### config.mk
export PLATFORM = sky130hd
export DESIGN_NAME = alu_reg_file
export DESIGN_NICKNAME = d
export VERILOG_FILES = /design/src/rtl/alu_pkg.sv /design/src/rtl/alu_reg_file_alu_core.sv /design/src/rtl/alu_reg_file.sv
export SDC_FILE = /design/constraint.sdc
export NUM_CORES = 1
export LEC_CHECK = 0
export ABC_AREA = 1
export CORE_MARGIN = 2
export CORE_UTILIZATION = 45
export DETAILED_ROUTE_END_ITERATION = 16
export GPL_TIMING_DRIVEN = 0
export PLACE_DENSITY = 0.66
export SETUP_SLACK_MARGIN = 0.5
export SLEW_MARGIN = 20
export SYNTH_ARGS = -nofsm -noshare
export SYNTH_HDL_FRONTEND = slang
export SYNTH_SLANG_ARGS = --single-unit
### constraint.sdc
create_clock -name CLK -period 5.57 [get_ports CLK]
set_clock_uncertainty 0.1 [all_clocks]
set_input_delay 1.114 -clock CLK [delete_from_list [all_inputs] [get_ports CLK]]
set_output_delay 1.114 -clock CLK [all_outputs]
set_load 0.005 [all_outputs]
### src/rtl/alu_pkg.sv
// Shared widths and ALU opcodes for the 8-bit register/ALU datapath.
package alu_pkg;

    localparam int ALU_DATA_W = 8;
    localparam int ALU_ADDR_W = 3;
    localparam int ALU_OP_W   = 3;

    localparam logic [ALU_OP_W-1:0] ALU_FWD = 3'b000;
    localparam logic [ALU_OP_W-1:0] ALU_ADD = 3'b001;
    localparam logic [ALU_OP_W-1:0] ALU_AND = 3'b010;
    localparam logic [ALU_OP_W-1:0] ALU_OR  = 3'b011;

endpackage

### src/rtl/alu_reg_file_alu_core.sv
// Combinational ALU: forward, add (carry dropped), and, or; reserved ops give 0.
module alu_core
    import alu_pkg::*;
#(
    parameter int DATA_W = ALU_DATA_W
) (
    input  logic [DATA_W-1:0]   DATA1,
    input  logic [DATA_W-1:0]   DATA2,
    input  logic [ALU_OP_W-1:0] ALUOP,
    output logic [DATA_W-1:0]   RESULT
);

    always_comb begin
        RESULT = '0;
        case (ALUOP)
            ALU_FWD: RESULT = DATA2;
            ALU_ADD: RESULT = DATA1 + DATA2;
            ALU_AND: RESULT = DATA1 & DATA2;
            ALU_OR:  RESULT = DATA1 | DATA2;
            default: RESULT = '0;
        endcase
    end

endmodule

### src/rtl/alu_reg_file.sv
// 8x8 register file (2R/1W, no bypass) whose write data is the ALU result.
module alu_reg_file
    import alu_pkg::*;
#(
    parameter int DATA_W = ALU_DATA_W,
    parameter int ADDR_W = ALU_ADDR_W
) (
    input  logic                CLK,
    input  logic                RESET,
    input  logic                WRITEENABLE,
    input  logic [ADDR_W-1:0]   WRITEREG,
    input  logic [ADDR_W-1:0]   READREG1,
    input  logic [ADDR_W-1:0]   READREG2,
    input  logic [ALU_OP_W-1:0] ALUOP,
    input  logic [DATA_W-1:0]   DATA2,
    output logic [DATA_W-1:0]   REGOUT1,
    output logic [DATA_W-1:0]   REGOUT2,
    output logic [DATA_W-1:0]   ALU_RESULT
);

    localparam int DEPTH = 2 ** ADDR_W;

    logic [DEPTH-1:0][DATA_W-1:0] regs_q;
    logic [DEPTH-1:0][DATA_W-1:0] regs_d;

    assign REGOUT1 = regs_q[READREG1];
    assign REGOUT2 = regs_q[READREG2];

    alu_core #(
        .DATA_W (DATA_W)
    ) u_alu (
        .DATA1  (REGOUT1),
        .DATA2  (DATA2),
        .ALUOP  (ALUOP),
        .RESULT (ALU_RESULT)
    );

    // Operand A comes from regs_q, so a self-referencing write settles once per edge.
    always_comb begin
        regs_d = regs_q;
        if (WRITEENABLE) begin
            regs_d[WRITEREG] = ALU_RESULT;
        end
    end

    always_ff @(posedge CLK or posedge RESET) begin
        if (RESET) begin
            regs_q <= '0;
        end else begin
            regs_q <= regs_d;
        end
    end

endmodule

* Yosys cells after proc, flatten, opt, wreduce, memory -nomap -nowiden
Index checks and enable logic that the tools add are counted.
** Cells by class
- Add/subtract/negate cells :: 1
- Order comparisons :: 4
- Equality and inequality tests :: 3
- Mux-type cells :: 8
- Bitwise logic cells :: 2
- Reductions and logical operators :: 2
** Operator list (number)
- $bwmux W64 :: 1
- $bmux W8 S3 :: 2
- $pmux W8 S4 :: 1
- $demux W8 S3 :: 1
- $mux W8 :: 3
- $lt A3 B4 Y1 const B :: 3
- $add A8 B8 Y8 :: 1
- $and A8 B8 Y8 :: 1
- $or A8 B8 Y8 :: 1
- $eq A3 B2 Y1 const B :: 2
- $eq A3 B1 Y1 const B :: 1
- $ge A3 B1 Y1 const B :: 1
- $logic_not A3 Y1 :: 1
- $logic_and A1 B1 Y1 :: 1
** Storage, ports and cells
- Flip-flop bits (word level) :: 64
- Output and inout port bits :: 24
- Logic and storage cells :: 28

* Logic depth before layout (Yosys ltp)
- Depth after elaboration :: 5
- Depth in mapped cells :: 20

* By module
From an unflattened synthesis, not the netlist that was laid out.
** Second synthesis, totals
- Cell total of the unflattened synthesis :: 709
- Area, all modules :: 4499.3 µm²
** By module, submodules not included
- alu_reg_file :: instances 1, cells each 590, area each 3806.2 µm²
- alu_core :: instances 1, cells each 119, area each 693.2 µm²

* Worst setup path before layout
No wires, ideal clock.
- Path type :: in2out
- Start :: in READREG1[0]
- End :: out ALU_RESULT[4]
- Arrival :: 2.982 ns
- Setup slack :: 1.374 ns
- Stages :: 16
- Buffers on the path :: 2
- Cell sequence :: buf_6 -> buf_2 -> a21oi_1 -> o21ai_0 -> o21ai_0 -> nand2_1 -> o21ai_2 -> ha_1 -> inv_1 -> fa_1 -> inv_1 -> nand2_1 -> nand2_1 -> and2_1 -> nor2_1 -> o21ai_4
** On the way
- Cells in the longest elaborated chain, start to end :: 4
- Elaborated cells on any way between the ends :: 6
** RTL lines
- start, declared :: RTL line alu_reg_file.sv:12 : input logic [ADDR_W-1:0] READREG1,
- $bmux W8 S3 :: RTL line alu_reg_file.sv:26 : assign REGOUT1 = regs_q[READREG1];
- $mux W8 (implied by the code) :: RTL line alu_reg_file.sv:26
- via REGOUT1[0] :: RTL line alu_reg_file.sv:16 : output logic [DATA_W-1:0] REGOUT1,
- $add A8 B8 Y8 :: RTL line alu_reg_file_alu_core.sv:17 : ALU_ADD: RESULT = DATA1 + DATA2;
- $pmux W8 S4 :: RTL line alu_reg_file_alu_core.sv:15 : case (ALUOP)
- end, declared :: RTL line alu_reg_file.sv:18 : output logic [DATA_W-1:0] ALU_RESULT
The timed path passes the listed nets, and every way through them passes these cells. The select of a mux whose other input is x is not followed.

* Worst setup path in the final report
- Start :: in READREG1[1]
- End :: out ALU_RESULT[5]
** On the way
- Cells in the longest elaborated chain, start to end :: 4
- Elaborated cells on any way between the ends :: 6
** RTL lines (RTL line)
- $bmux W8 S3 (*) :: alu_reg_file.sv:26
- $mux W8 (implied by the code) (*) :: alu_reg_file.sv:26
- $add A8 B8 Y8, or another cell as far along :: alu_reg_file_alu_core.sv:17
- $pmux W8 S4 (*) :: alu_reg_file_alu_core.sv:15
Mark *: on every way between the ends. The rest lies on a longest branch, timed or not. The select of a mux whose other input is x is not followed.

==> reports/metrics.csv <==
stage,metric,value,unit
status,status,"finished, final reports clean",
synth,yosys.area.top_type_share,0.369,
synth,synthTopCellsByArea,"dfrtp_1, nand2_1, o21ai_0",
sta,fin_ws,0.659,ns
power_and_ir_drop,swShare,0.352,
flow_run,drv_cap,0,
synth,yosysUniqueCellTypes,29,
drt,wl_per_cell,16.9,um
drt,wirelength,14000,um
layout,areaGrowthSynthToFinish,22.8,%
drt,dr_total_vias,4497,
hold_path,hp-class,reg -> reg,
sta,hold_ws,0.392,ns
sta,rsz0062_at_grt,false,
synth,synth-seq-cells,64,
floorplanning,die_h,102,um
power_and_ir_drop,powerDensity,270,mW/mm^2
floorplanning,die-area,0.0105,sq mm
worst_setup_path,path_max_fanout,5,
cts,cts.sinks,64,
power_and_ir_drop,power_frac_comb,0.314,
place,place.gp.congestion,0.981,
layout,top_regs,regs_q x64,
drt,drc_errors,0,
sta,fin_crit,4.91,ns
synth,synth_cells,627,
place,io_buffers,45,
global_route,grt_max_degree,42,
synth,synthArstFlopShare,1.00,
synth,ys_warn_count,0,
drt,ant_nets,0,
synth,synth_area,0.00434,sq mm
worst_setup_path,path_class,in -> out,
worst_setup_path,crit_path_end_kind,output pin,
drt,first_pass_iters,6,
worst_setup_path,timing.rr.end,regs_q[22],
worst_setup_path,worstRegToRegCells,20,
synth,yosysTopAreaCell,dfrtp_1,
layout,antenna_cells,0,
sta,min_period_over_period,0.882,
cts,cts_tree,done,
layout,seq_area,0.00160,sq mm
synth,syn_nets,668,
hold_path,hp-start,regs_q[44],
global_route,grt_usage,0.281,
synth,yosys_most_used_dff,dfrtp_1,
worst_setup_path,r2r_start,regs_q[40],
layout,max_flop_register,regs_q,
power_and_ir_drop,clock_power_share,0.267,
power_and_ir_drop,totalPowerFinal,0.00144,W
synth,syn_avg_cell_area,6.92,sq um
worst_setup_path,cp.required,4.36,ns
place,post_dp_cell_area,0.00498,sq mm
synth,synthTopCellsByCount,"nand2_1, o21ai_0, inv_1, dfrtp_1, nor2_1",
sta,hold_violations,0,
cts,cts_inserted_buffers,9,
place,preCtsSetupSlack,-0.184,ns
worst_setup_path,critPathArrivalTime,3.70,ns
place,post-dp-hpwl,10200,um
sta,setup_viol,0,
layout,drive_above_1_share,0.133,
layout,final_area,0.00533,sq mm
layout,fill_cells,888,
cts,htreeDepth,3,
layout,multi_input_area,0.00239,sq mm
power_and_ir_drop,p_leak,2.57,nW
layout,largest_register_ffs,64,
global_route,grt_first_pass_wirelength,21900,um
global_route,grt_antenna_before_repair,0,
cts,clkLatencyLatePin,0.35,ns
sta,fmax,204,MHz
synth,ys_seq_area_frac,0.369,
hold_path,hold_end,regs_q[44],
worst_setup_path,cp-start-kind,primary input,
power_and_ir_drop,pwr-share-seq,0.419,
power_and_ir_drop,ir_drop,0.172,mV
synth,yosysMostFrequentCell,nand2_1,
power_and_ir_drop,internal_power,0.000934,W
worst_setup_path,r2r_slack,2.83,ns
floorplanning,num_rows,35,
global_route,first_global_vias,4126,
floorplanning,start_util,0.468,
floorplanning,io_pins,47,
global_route,gr-total-overflow,0,
floorplanning,die_x,102,um
cts,clkTransAtPathRegs,0.07,ns
drt,vias_per_cell,5.42,
cts,cts_root_buffer,clkbuf_8,
hold_path,whs_path_depth,2,
sta,worst_pin_slew,0.571,ns
sta,max-slew-margin-rel,0.619,
sta,drv_slew,0,
floorplanning,core,0.00928,sq mm
cts,clockBufferDepth,2,
synth,synth_edf_count,0,
power_and_ir_drop,p_sw,0.000508,W
drt,drtIter0Drc,357,
layout,postLayoutCoreUtil,0.574,
layout,final_nets,737,
-- worst max-delay path: stages --
cell	delay, ns
buf_2	0.16
buf_4	0.17
buf_4	0.12
inv_1	0.04
a21oi_1	0.10
o21ai_0	0.09
nand2_1	0.10
nand2_1	0.09
o21ai_4	0.09
inv_1	0.07
ha_1	0.30
or2_4	0.26
nand3b_1	0.12
nand2_1	0.07
nand2_1	0.06
nand3_1	0.10
nand2_4	0.13
clkdlybuf4s50_1	0.50
-- cell type report --
| class | count | area share |
|---|---|---|
| buffer | 18 | 0.0235 |
| clock buffer | 10 | 0.0239 |
| clock inverter | 5 | 0.0110 |
| inverter | 82 | 0.0587 |
| multi-input combinational | 463 | 0.448 |
| sequential | 64 | 0.300 |
| tap | 129 | 0.0303 |
| timing repair buffer | 58 | 0.104 |
-- worst max-delay path by stage --
stage	cells past startpoint	to	slack, ns	from
floorplan	16	ALU_RESULT[4]	1.37	READREG1[0]
global placement	16	ALU_RESULT[4]	-0.20	READREG1[1]
detailed placement	16	ALU_RESULT[4]	-0.18	READREG1[1]
CTS	13	ALU_RESULT[5]	0.51	READREG1[2]
global route	18	ALU_RESULT[6]	0.51	READREG1[1]
finish	18	ALU_RESULT[5]	0.66	READREG1[1]
-- stage by stage --
| step | std cells | setup TNS, ns |
|---|---|---|
| after floorplan | 627 | 0 |
| after global placement | 801 | -0.481 |
| after detailed placement | 802 | -0.492 |
| after CTS | 821 | 0 |
| after global routing | 829 | 0 |
| final | 829 | 0 |
-- power groups by stage --
stage / registers (W) / logic [W] / clock network (W)
2_1_floorplan: 0.000590 / 0.000271 / 0
6_report: 0.000604 / 0.000453 / 0.000385
5_1_grt: 0.000612 / 0.000504 / 0.000412
3_5_place_dp: 0.000610 / 0.000422 / 0
3_3_place_gp: 0.000608 / 0.000409 / 0
4_1_cts: 0.000602 / 0.000436 / 0.000388
-- logic make-up after synthesis --
| family | share of synthesized area |
|---|---|
| compound gates | 0.226 |
| fa+ha+maj | 0.0536 |
| buf+inv | 0.0937 |
| flops | 0.369 |
| simple gates | 0.258 |
-- per-layer routing --
layer	vias up	track usage	share of wire
li1	2173	-	-
met1	2087	0.391	0.44
met2	201	0.443	0.46
met3	36	0.0595	0.076
met4	0	0.0862	0.025
met5	-	0	0
-- timing repair --
item	CTS	global route
buffers inserted	4	7
cloned	0	1
hold endpoints to repair	0	0
resized for setup	21	19
hold buffers	0	0
endpoints found under the setup margin	8	7
pin swaps	4	5
-- layout by cell type (no fill, tap or decap), types with 7 or more instances in the layout --
cell	instances
nand2_1	179
o21ai_0	97
inv_1	68
dfrtp_1	64
nor2_1	50
clkdlybuf4s50_1	42
a21oi_1	40
ha_1	16
buf_4	15
o21ai_1	13
a31oi_1	13
inv_2	12
nand3_1	9
nor2_4	9
clkbuf_8	9
o22ai_1	7
o21ai_2	7
Note: power is estimated with default switching activity, not from simulation.
